### src/rtl/reservation_station.sv
// Tomasulo reservation station with a private add/sub or multiply unit.
// Entries snoop the CDB; one entry at a time executes and writes back via request/grant.

module rs_entry #(
    parameter int DATA_W = 9,
    parameter int TAG_W  = 3
) (
    input  logic              clock,
    input  logic              reset,
    input  logic              i_alloc,
    input  logic              i_op,
    input  logic [DATA_W-1:0] i_vj,
    input  logic [DATA_W-1:0] i_vk,
    input  logic [TAG_W-1:0]  i_qj,
    input  logic [TAG_W-1:0]  i_qk,
    input  logic              i_cdb_valid,
    input  logic [TAG_W-1:0]  i_cdb_tag,
    input  logic [DATA_W-1:0] i_cdb_data,
    input  logic              i_dispatch,
    input  logic              i_free,
    output logic              o_busy,
    output logic              o_ready,
    output logic              o_op,
    output logic [DATA_W-1:0] o_vj,
    output logic [DATA_W-1:0] o_vk
);
    typedef struct packed {
        logic              busy;
        logic              op;
        logic              disp;
        logic [DATA_W-1:0] vj;
        logic [DATA_W-1:0] vk;
        logic [TAG_W-1:0]  qj;
        logic [TAG_W-1:0]  qk;
    } ent_t;

    ent_t r_e;
    logic w_hit_j, w_hit_k;

    // Tag 0 means "no producer", so a tag-0 broadcast must never match.
    assign w_hit_j = r_e.busy && i_cdb_valid && (i_cdb_tag != '0) && (r_e.qj == i_cdb_tag);
    assign w_hit_k = r_e.busy && i_cdb_valid && (i_cdb_tag != '0) && (r_e.qk == i_cdb_tag);

    always_ff @(posedge clock) begin
        if (reset) begin
            r_e <= '0;
        end else if (i_alloc) begin
            r_e.busy <= 1'b1;
            r_e.op   <= i_op;
            r_e.disp <= 1'b0;
            r_e.vj   <= i_vj;
            r_e.vk   <= i_vk;
            r_e.qj   <= i_qj;
            r_e.qk   <= i_qk;
        end else begin
            if (w_hit_j) begin
                r_e.vj <= i_cdb_data;
                r_e.qj <= '0;
            end
            if (w_hit_k) begin
                r_e.vk <= i_cdb_data;
                r_e.qk <= '0;
            end
            if (i_dispatch)
                r_e.disp <= 1'b1;
            if (i_free) begin
                r_e.busy <= 1'b0;
                r_e.disp <= 1'b0;
            end
        end
    end

    assign o_busy  = r_e.busy;
    assign o_ready = r_e.busy && !r_e.disp && (r_e.qj == '0) && (r_e.qk == '0);
    assign o_op    = r_e.op;
    assign o_vj    = r_e.vj;
    assign o_vk    = r_e.vk;
endmodule

module reservation_station #(
    parameter int DATA_W   = 9,
    parameter int ENTRIES  = 3,
    parameter int TAG_W    = 3,
    parameter int TAG_BASE = 1,
    parameter int LATENCY  = 2,
    parameter int MODE     = 0,
    localparam int OCC_W   = $clog2(ENTRIES + 1)
) (
    input  logic               clock,
    input  logic               reset,
    input  logic               issue_valid,
    output logic               issue_ready,
    output logic [TAG_W-1:0]   issue_tag,
    input  logic               issue_op,
    input  logic [DATA_W-1:0]  issue_vj,
    input  logic [DATA_W-1:0]  issue_vk,
    input  logic [TAG_W-1:0]   issue_qj,
    input  logic [TAG_W-1:0]   issue_qk,
    input  logic               cdb_valid,
    input  logic [TAG_W-1:0]   cdb_tag,
    input  logic [DATA_W-1:0]  cdb_data,
    output logic               res_valid,
    output logic [TAG_W-1:0]   res_tag,
    output logic [DATA_W-1:0]  res_data,
    input  logic               res_grant,
    output logic [ENTRIES-1:0] busy,
    output logic [OCC_W-1:0]   occupancy
);
    localparam int IDX_W = (ENTRIES > 1) ? $clog2(ENTRIES) : 1;
    localparam int CNT_W = (LATENCY > 1) ? $clog2(LATENCY) : 1;

    typedef enum logic [1:0] {S_IDLE, S_EXEC, S_DONE} state_t;

    state_t                          r_state, w_next;
    logic [ENTRIES-1:0]              w_busy, w_ready, w_op;
    logic [ENTRIES-1:0][DATA_W-1:0]  w_vj, w_vk;
    logic                            w_any_free, w_any_rdy, w_dispatch, w_release;
    logic [IDX_W-1:0]                w_free_idx, w_rdy_idx;
    logic [OCC_W-1:0]                w_occ;
    logic                            w_fwd_j, w_fwd_k;
    logic [DATA_W-1:0]               w_ivj, w_ivk, w_result;
    logic [TAG_W-1:0]                w_iqj, w_iqk;
    logic [DATA_W-1:0]               r_a, r_b, r_res_data;
    logic [TAG_W-1:0]                r_res_tag;
    logic                            r_op;
    logic [IDX_W-1:0]                r_idx;
    logic [CNT_W-1:0]                r_cnt;

    // A producer broadcasting on the issue edge must not be missed.
    assign w_fwd_j = cdb_valid && (cdb_tag != '0) && (issue_qj == cdb_tag);
    assign w_fwd_k = cdb_valid && (cdb_tag != '0) && (issue_qk == cdb_tag);
    assign w_ivj   = w_fwd_j ? cdb_data : issue_vj;
    assign w_ivk   = w_fwd_k ? cdb_data : issue_vk;
    assign w_iqj   = w_fwd_j ? '0 : issue_qj;
    assign w_iqk   = w_fwd_k ? '0 : issue_qk;

    for (genvar g = 0; g < ENTRIES; g++) begin : g_ent
        rs_entry #(.DATA_W(DATA_W), .TAG_W(TAG_W)) u_ent (
            .clock      (clock),
            .reset      (reset),
            .i_alloc    (issue_valid && w_any_free && (w_free_idx == IDX_W'(g))),
            .i_op       (issue_op),
            .i_vj       (w_ivj),
            .i_vk       (w_ivk),
            .i_qj       (w_iqj),
            .i_qk       (w_iqk),
            .i_cdb_valid(cdb_valid),
            .i_cdb_tag  (cdb_tag),
            .i_cdb_data (cdb_data),
            .i_dispatch (w_dispatch && (w_rdy_idx == IDX_W'(g))),
            .i_free     (w_release && (r_idx == IDX_W'(g))),
            .o_busy     (w_busy[g]),
            .o_ready    (w_ready[g]),
            .o_op       (w_op[g]),
            .o_vj       (w_vj[g]),
            .o_vk       (w_vk[g])
        );
    end

    // Descending scan so the lowest index wins.
    always_comb begin
        w_any_free = 1'b0;
        w_free_idx = '0;
        w_any_rdy  = 1'b0;
        w_rdy_idx  = '0;
        w_occ      = '0;
        for (int i = ENTRIES - 1; i >= 0; i--) begin
            if (!w_busy[i]) begin
                w_any_free = 1'b1;
                w_free_idx = IDX_W'(i);
            end
            if (w_ready[i]) begin
                w_any_rdy = 1'b1;
                w_rdy_idx = IDX_W'(i);
            end
            w_occ = w_occ + OCC_W'(w_busy[i]);
        end
    end

    always_comb begin
        if (MODE == 1)
            w_result = r_a * r_b;
        else if (r_op)
            w_result = r_a - r_b;
        else
            w_result = r_a + r_b;
    end

    always_ff @(posedge clock) begin
        if (reset)
            r_state <= S_IDLE;
        else
            r_state <= w_next;
    end

    always_comb begin
        w_next     = r_state;
        w_dispatch = 1'b0;
        w_release  = 1'b0;
        case (r_state)
            S_IDLE: if (w_any_rdy) begin
                w_dispatch = 1'b1;
                w_next     = S_EXEC;
            end
            S_EXEC: if (r_cnt == '0) w_next = S_DONE;
            S_DONE: if (res_grant) begin
                w_release = 1'b1;
                w_next    = S_IDLE;
            end
            default: w_next = S_IDLE;
        endcase
    end

    always_ff @(posedge clock) begin
        if (reset) begin
            r_a        <= '0;
            r_b        <= '0;
            r_op       <= 1'b0;
            r_idx      <= '0;
            r_cnt      <= '0;
            r_res_tag  <= '0;
            r_res_data <= '0;
        end else if (w_dispatch) begin
            r_a   <= w_vj[w_rdy_idx];
            r_b   <= w_vk[w_rdy_idx];
            r_op  <= w_op[w_rdy_idx];
            r_idx <= w_rdy_idx;
            r_cnt <= CNT_W'(LATENCY - 1);
        end else if (r_state == S_EXEC) begin
            if (r_cnt == '0) begin
                r_res_data <= w_result;
                r_res_tag  <= TAG_W'(TAG_BASE) + TAG_W'(r_idx);
            end else begin
                r_cnt <= r_cnt - 1'b1;
            end
        end
    end

    assign issue_ready = w_any_free;
    assign issue_tag   = TAG_W'(TAG_BASE) + TAG_W'(w_free_idx);
    assign busy        = w_busy;
    assign occupancy   = w_occ;
    assign res_valid   = (r_state == S_DONE);
    assign res_tag     = r_res_tag;
    assign res_data    = r_res_data;
endmodule
### config.mk
export PLATFORM = sky130hd
export DESIGN_NAME = reservation_station
export DESIGN_NICKNAME = d
export VERILOG_FILES = /design/src/rtl/reservation_station.sv
export SDC_FILE = /design/constraint.sdc
export NUM_CORES = 1
export LEC_CHECK = 0
export BUFFER_PORTS_ARGS = -buffer_cell sky130_fd_sc_hd__buf_2
export CORE_MARGIN = 4
export CORE_UTILIZATION = 45
export DETAILED_ROUTE_END_ITERATION = 12
export HOLD_SLACK_MARGIN = 0.03
export SYNTH_ARGS = -nofsm -noshare
export SYNTH_HDL_FRONTEND = slang
export SYNTH_HIERARCHICAL = 1
export SYNTH_SLANG_ARGS = --single-unit
### constraint.sdc
create_clock -name clock -period 2.8 [get_ports clock]
set_input_delay 0.14 -clock clock [delete_from_list [all_inputs] [get_ports clock]]
set_output_delay 0.14 -clock clock [all_outputs]
set_load 0.01 [all_outputs]
; ---- Yosys cells after proc, flatten, opt, wreduce, memory -nomap -nowiden
; Index checks and enable logic that the tools add are counted.
[classes]
n_reduce_logical = 63
eq_ne = 19
bitwise_logic = 2
order_cmp = 1
n_addsub = 7
mux = 55
[ops]
columns = operator, n
row1 = 9-bit two-way mux, 11
row2 = 24-bit two-way mux, 3
row3 = 9-bit binary-select mux with 2-bit select, 2
row4 = 1-bit logical AND, 34
row5 = 3-bit equality test, 8
row6 = 3-bit two-way mux, 8
row7 = 1-bit two-way mux, 20
row8 = 2-bit nonzero test, 10
row9 = 3-bit logical NOT, 6
row10 = 2-bit two-way mux, 9
row11 = 9-bit adder, 1
row12 = 3-bit OR reduction, 3
row13 = 9-bit subtractor, 1
row14 = "2-bit by 1-bit equality test with 1-bit output, second input constant", 4
row15 = "2-bit equality test, second input constant", 4
row16 = 2-bit logical NOT, 4
row17 = "1-bit by 2-bit adder with 3-bit output, first input constant", 2
row18 = 2-bit one-hot mux with 3 select lines, 1
row19 = 3-bit AND reduction, 2
row20 = "2-bit != test, second input constant", 2
row21 = 1-bit logical NOT, 3
row22 = "2-bit by 3-bit < comparator with 1-bit output, second input constant", 1
row23 = 3-bit nonzero test, 1
row24 = 1-bit by 1-bit adder with 2-bit output, 1
row25 = 5 further kinds, 6
[totals]
regBits = 117
in_bits = 42
word_cells = 176
out_inout_bits = 22

; ---- Logic depth before layout (Yosys ltp)
[logic_depth]
word_depth = 11
ltp_mapped = 10
ltp_nobuf = 10

; ---- By module
; The synthesis kept the hierarchy.
[by_module_without_submodules]
columns = mod, area_per_inst_um2, cells_per_inst, seq_area_each_um2, n_inst
row1 = rs_entry, 1522.7, 161, 540.5, 3
row2 = reservation_station, 2787.7, 338, 720.7, 1

; ---- Least setup slack after synthesis
; OpenSTA, ideal clock, no wires.
[synth_path]
path_type = reg-to-reg
from = reg r_b[0]
to = reg r_res_data[8], in the netlist res_data[8]
n_path_buf = 0
path_stages_with_launch = 10
required_time_ns = 2.738
arrival_ns = 2.238
period_less_slack_ns = 2.300
setup_ns = 0.062
slack_ns = 0.500
path_cell_list = dfxtp_1 > inv_1 > ha_1 > mux2_2 > fa_1 > nor2b_1 > o31a_1 > o21ai_0 > or4_1 > nand3_1
[synth_via]
elab_chain_len = 2
elab_cells_between_ends = 3
cone_classes = 2 x add/sub / 1 x mux
[synth_rtl]
columns = element, line
row1 = start: declaration, 123  ; logic [DATA_W-1:0] r_a, r_b, r_res_data;
row2 = start signal: assignment, 225  ; r_b <= w_vk[w_rdy_idx];
row3 = 9-bit adder / 9-bit subtractor (equally long branches), "186, 184"
row4 = 9-bit two-way mux (*), 183  ; else if (r_op)
row5 = end signal: assignment, 231  ; r_res_data <= w_result;
row6 = end: declaration, 123
; Every way passes the cells marked *; elsewhere a longest branch is shown, timed or not.
; A chain may end at the register's enable or synchronous reset.

; ---- Worst setup path after layout
[layout_path]
from = reg r_b[2]
to = reg r_res_data[8], in the netlist res_data[8]
; Same word-level chain as after synthesis.

==> impl_metrics.json <==
{
  "yosysTopAreaCellShare_pct": 31.8,
  "ys_async_sr_fraction_pct": 0,
  "clkLatencyLatePin_ns": 0.42,
  "tns_ns": 0,
  "crit_type": "flip-flop to flip-flop",
  "synth_top_area_cell": "dfxtp_1",
  "clockRootBuffer": "clkbuf_16",
  "fin_crit_ns": 2.52,
  "cap_violations": 0,
  "critPathSlowestCell": "or4_1",
  "design.die.area_um2": 18500,
  "synth_common_cells": "dfxtp_1, a21oi_1, nor2_1",
  "worstMarginPinSlew_ns": 0.735,
  "finalHoldViolCount": 0,
  "holdPathStages": 4,
  "htreeDepth": 4,
  "synth_nets": 878,
  "ys_seq_elements": 117,
  "via_count": 5950,
  "pwr-share-clk_pct": 42.4,
  "ys.flop_type": "dfxtp_1",
  "path_max_fanout": 5,
  "start_util_pct": 46.1,
  "grt_max_degree": 67,
  "p_seq_share_pct": 37.2,
  "dp_hpwl_mm": 13.0,
  "switching_share_pct": 28.9,
  "viasPerCell": 5.77,
  "grt_pass1_wl_mm": 29.2,
  "cellLeakagePower_nw": 2.86,
  "yosysMostFrequentCell": "dfxtp_1",
  "die_w_um": 136,
  "drc_errors": 0,
  "port_buffers": 62,
  "p_comb_share_pct": 20.4,
  "postCtsResizedCells": 0,
  "reg2reg_slack_ns": 0.28,
  "p_int_w": 0.00354,
  "syn_inst": 821,
  "cts_sinks": 117,
  "cts_tree": "built",
  "crit_arrival_ns": 2.88,
  "nFillCells": 1527,
  "rsz0062_at_grt": "no",
  "critPathLaunchType": "flip-flop",
  "yosysWarningCount": 6,
  "utilization_pct": 49.8,
  "cp-end-kind": "flip-flop",
  "clockBufferDepth": 2,
  "wl_mm": 18.1,
  "cts_buffers": 17,
  "worstRegToRegCells": 10,
  "num-nets-final": 860,
  "synth_edf_count": 0,
  "gp_congestion": 0.846,
  "clkTransAtPathRegs_ns": 0.05,
  "drtAntennaViolNets": 0,
  "wl_per_cell_um": 17.6,
  "n_antenna_cell": 0,
  "worst_path_most_repeated_cell": "o21ai_0",
  "avgSynthCellArea_um2": 8.96,
  "period_share_pct": 90.1,
  "max_stage_delay_ns": 0.41,
  "rows": 46,
  "coreArea_um2": 15900,
  "slew_headroom_pct": 51.0,
  "die_h_um": 136,
  "ys_top_cells_by_area": "dfxtp_1, a221oi_2, a21oi_1, buf_4, nor2_1",
  "seq_area_frac_synth_pct": 31.8,
  "hold_path_end": "g_ent[1].u_ent/r_e[4]$_SDFFE_PP0P_",
  "num_io_pins": 64,
  "fmax_ghz": 0.396,
  "slew_viol_final": 0,
  "power_switching_w": 0.00144,
  "post_cts_buffers": 0,
  "p_per_area_nw_per_um2": 627,
  "antenna_found_initial": 0,
  "grt_usage_pct": 20.0,
  "r2r_end": "res_data[8]$_SDFFE_PP0P_",
  "synth_cell_type_count": 52,
  "r2r_start": "r_b[2]$_SDFFE_PP0P_",
  "ir_drop_mv": 0.453,
  "syn-cell-area_um2": 7360,
  "path_cells": "nor2_1 -> nor4b_1 -> a21oi_1 -> xnor2_1 -> ha_1 -> nand2_1 -> o21ai_0 -> o21ai_0 -> or4_1 -> nand3_1",
  "grt.overflow.total": 0,
  "crit_required_ns": 3.15,
  "status": "finished clean",
  "area_growth_pct": 7.89,
  "first_iter_violations": 383,
  "setup_viol": 0,
  "drt_pass1_iterations": 5,
  "drive_gt1_share_pct": 23.5,
  "grt_pass1_vias": 5952,
  "hp-class": "input port to flip-flop",
  "min-delay-start": "issue_qj[1]",
  "fin_skew_ns": 0.0110
}
sequential cells by signal, summed over array words and instances, names as in the netlist:
register and cells:
g_ent.u_ent/o_vj 27, g_ent.u_ent/o_vk 27, g_ent.u_ent/r_e 21, r_a 9
r_b 9, res_data 9, g_ent.u_ent/o_busy 3, g_ent.u_ent/o_op 3
res_tag 3, r_idx 2, r_state 2, r_cnt 1
r_op 1
worst max-delay path: cells and delay by family (launching register included):
| family | cells | cell delay (ns) |
|---|---|---|
| flip-flops | 1 | 0.34 |
| AND/OR/NAND/NOR | 5 | 1.22 |
| AO/OA/AOI/OAI | 3 | 0.39 |
| adder cells (fa/ha/maj) | 1 | 0.35 |
| XOR/XNOR | 1 | 0.15 |
placed cells by master, fill, tap and decap left out, types with 6 or more instances in the layout:
master	count
dfxtp_1	117
a21oi_1	92
nor2_1	87
nand2_1	69
buf_2	61
a221oi_2	54
nor2b_1	37
xnor2_1	29
mux2i_1	22
o211ai_1	22
nor3b_1	18
o2bb2ai_1	18
clkbuf_16	17
mux2_4	14
buf_4	14
ha_1	13
inv_1	12
nor3_1	8
nand3_1	7
nand4_1	7
nor4_1	6
a41o_1	6
area by class of cell:
class                   instances  area [um2]  share of cell area [%]
well taps                     216         270                    3.41
inverters                      12        45.0                   0.568
clock inverters                 9         103                    1.29
multi-input cells             575        4220                    53.1
repair buffers                 80         490                    6.18
flip-flops and latches        117        2340                    29.5
clock buffers                  23         468                    5.90
power groups by stage:
stage | Combinational, W | Clock [W] | Sequential [W]
3_5_place_dp | 0.00101 | 0 | 0.00189
4_1_cts | 0.00102 | 0.00215 | 0.00185
2_1_floorplan | 0.000828 | 0 | 0.00187
3_3_place_gp | 0.000990 | 0 | 0.00188
6_report | 0.00102 | 0.00211 | 0.00185
5_1_grt | 0.00112 | 0.00223 | 0.00186
metrics by stage:
stage	hold WS [ns]	std cells	area, um2	setup WS [ns]	power (W)
4_1_cts	0.150	1032	7940	0.282	0.00502
3_5_place_dp	0.445	998	7350	0.283	0.00290
2_1_floorplan	0.287	821	7360	0.500	0.00270
3_3_place_gp	0.433	998	7350	0.383	0.00287
6_report	0.161	1032	7940	0.277	0.00498
5_1_grt	0.177	1032	7940	0.0448	0.00521
timing repair:
action / in CTS / in global routing
hold endpoints to repair: 4 / 0
hold buffers: 2 / 0
setup endpoints to repair: 0 / 0
worst max path at each step:
stage | start | to | slack (ns) | cells past startpoint
2_1_floorplan | r_b[0]$_SDFFE_PP0P_ | res_data[8]$_SDFFE_PP0P_ | 0.50 | 9
3_3_place_gp | r_b[0]$_SDFFE_PP0P_ | res_data[8]$_SDFFE_PP0P_ | 0.38 | 9
3_5_place_dp | r_b[2]$_SDFFE_PP0P_ | res_data[8]$_SDFFE_PP0P_ | 0.28 | 10
4_1_cts | r_b[2]$_SDFFE_PP0P_ | res_data[8]$_SDFFE_PP0P_ | 0.28 | 10
5_1_grt | r_b[2]$_SDFFE_PP0P_ | res_data[8]$_SDFFE_PP0P_ | 0.04 | 10
6_report | r_b[2]$_SDFFE_PP0P_ | res_data[8]$_SDFFE_PP0P_ | 0.28 | 10
kinds of logic (layout without fill, tap and decap cells):
family	count (synthesis)	after routing	share of synthesized area, %
AND/OR/NAND/NOR	267	267	18.0
AO/OA/AOI/OAI	221	221	26.0
buffers and inverters	129	124	11.2
flip-flops	117	117	31.8
multiplexers	41	41	6.62
XOR/XNOR	30	30	3.57
adder cells (fa/ha/maj)	15	15	2.76
other	1	1	0.0510
per-layer routing:
metal / wire length, um / track usage (%) / vias to the layer above
met5: 0 / 0 / -
met3: 618 / 4.81 / 41
li1: - / - / 2888
met1: 7680 / 23.3 / 2901
met2: 9240 / 34.6 / 120
met4: 608 / 9.07 / 0
Note: power is estimated with default switching activity, not from simulation.
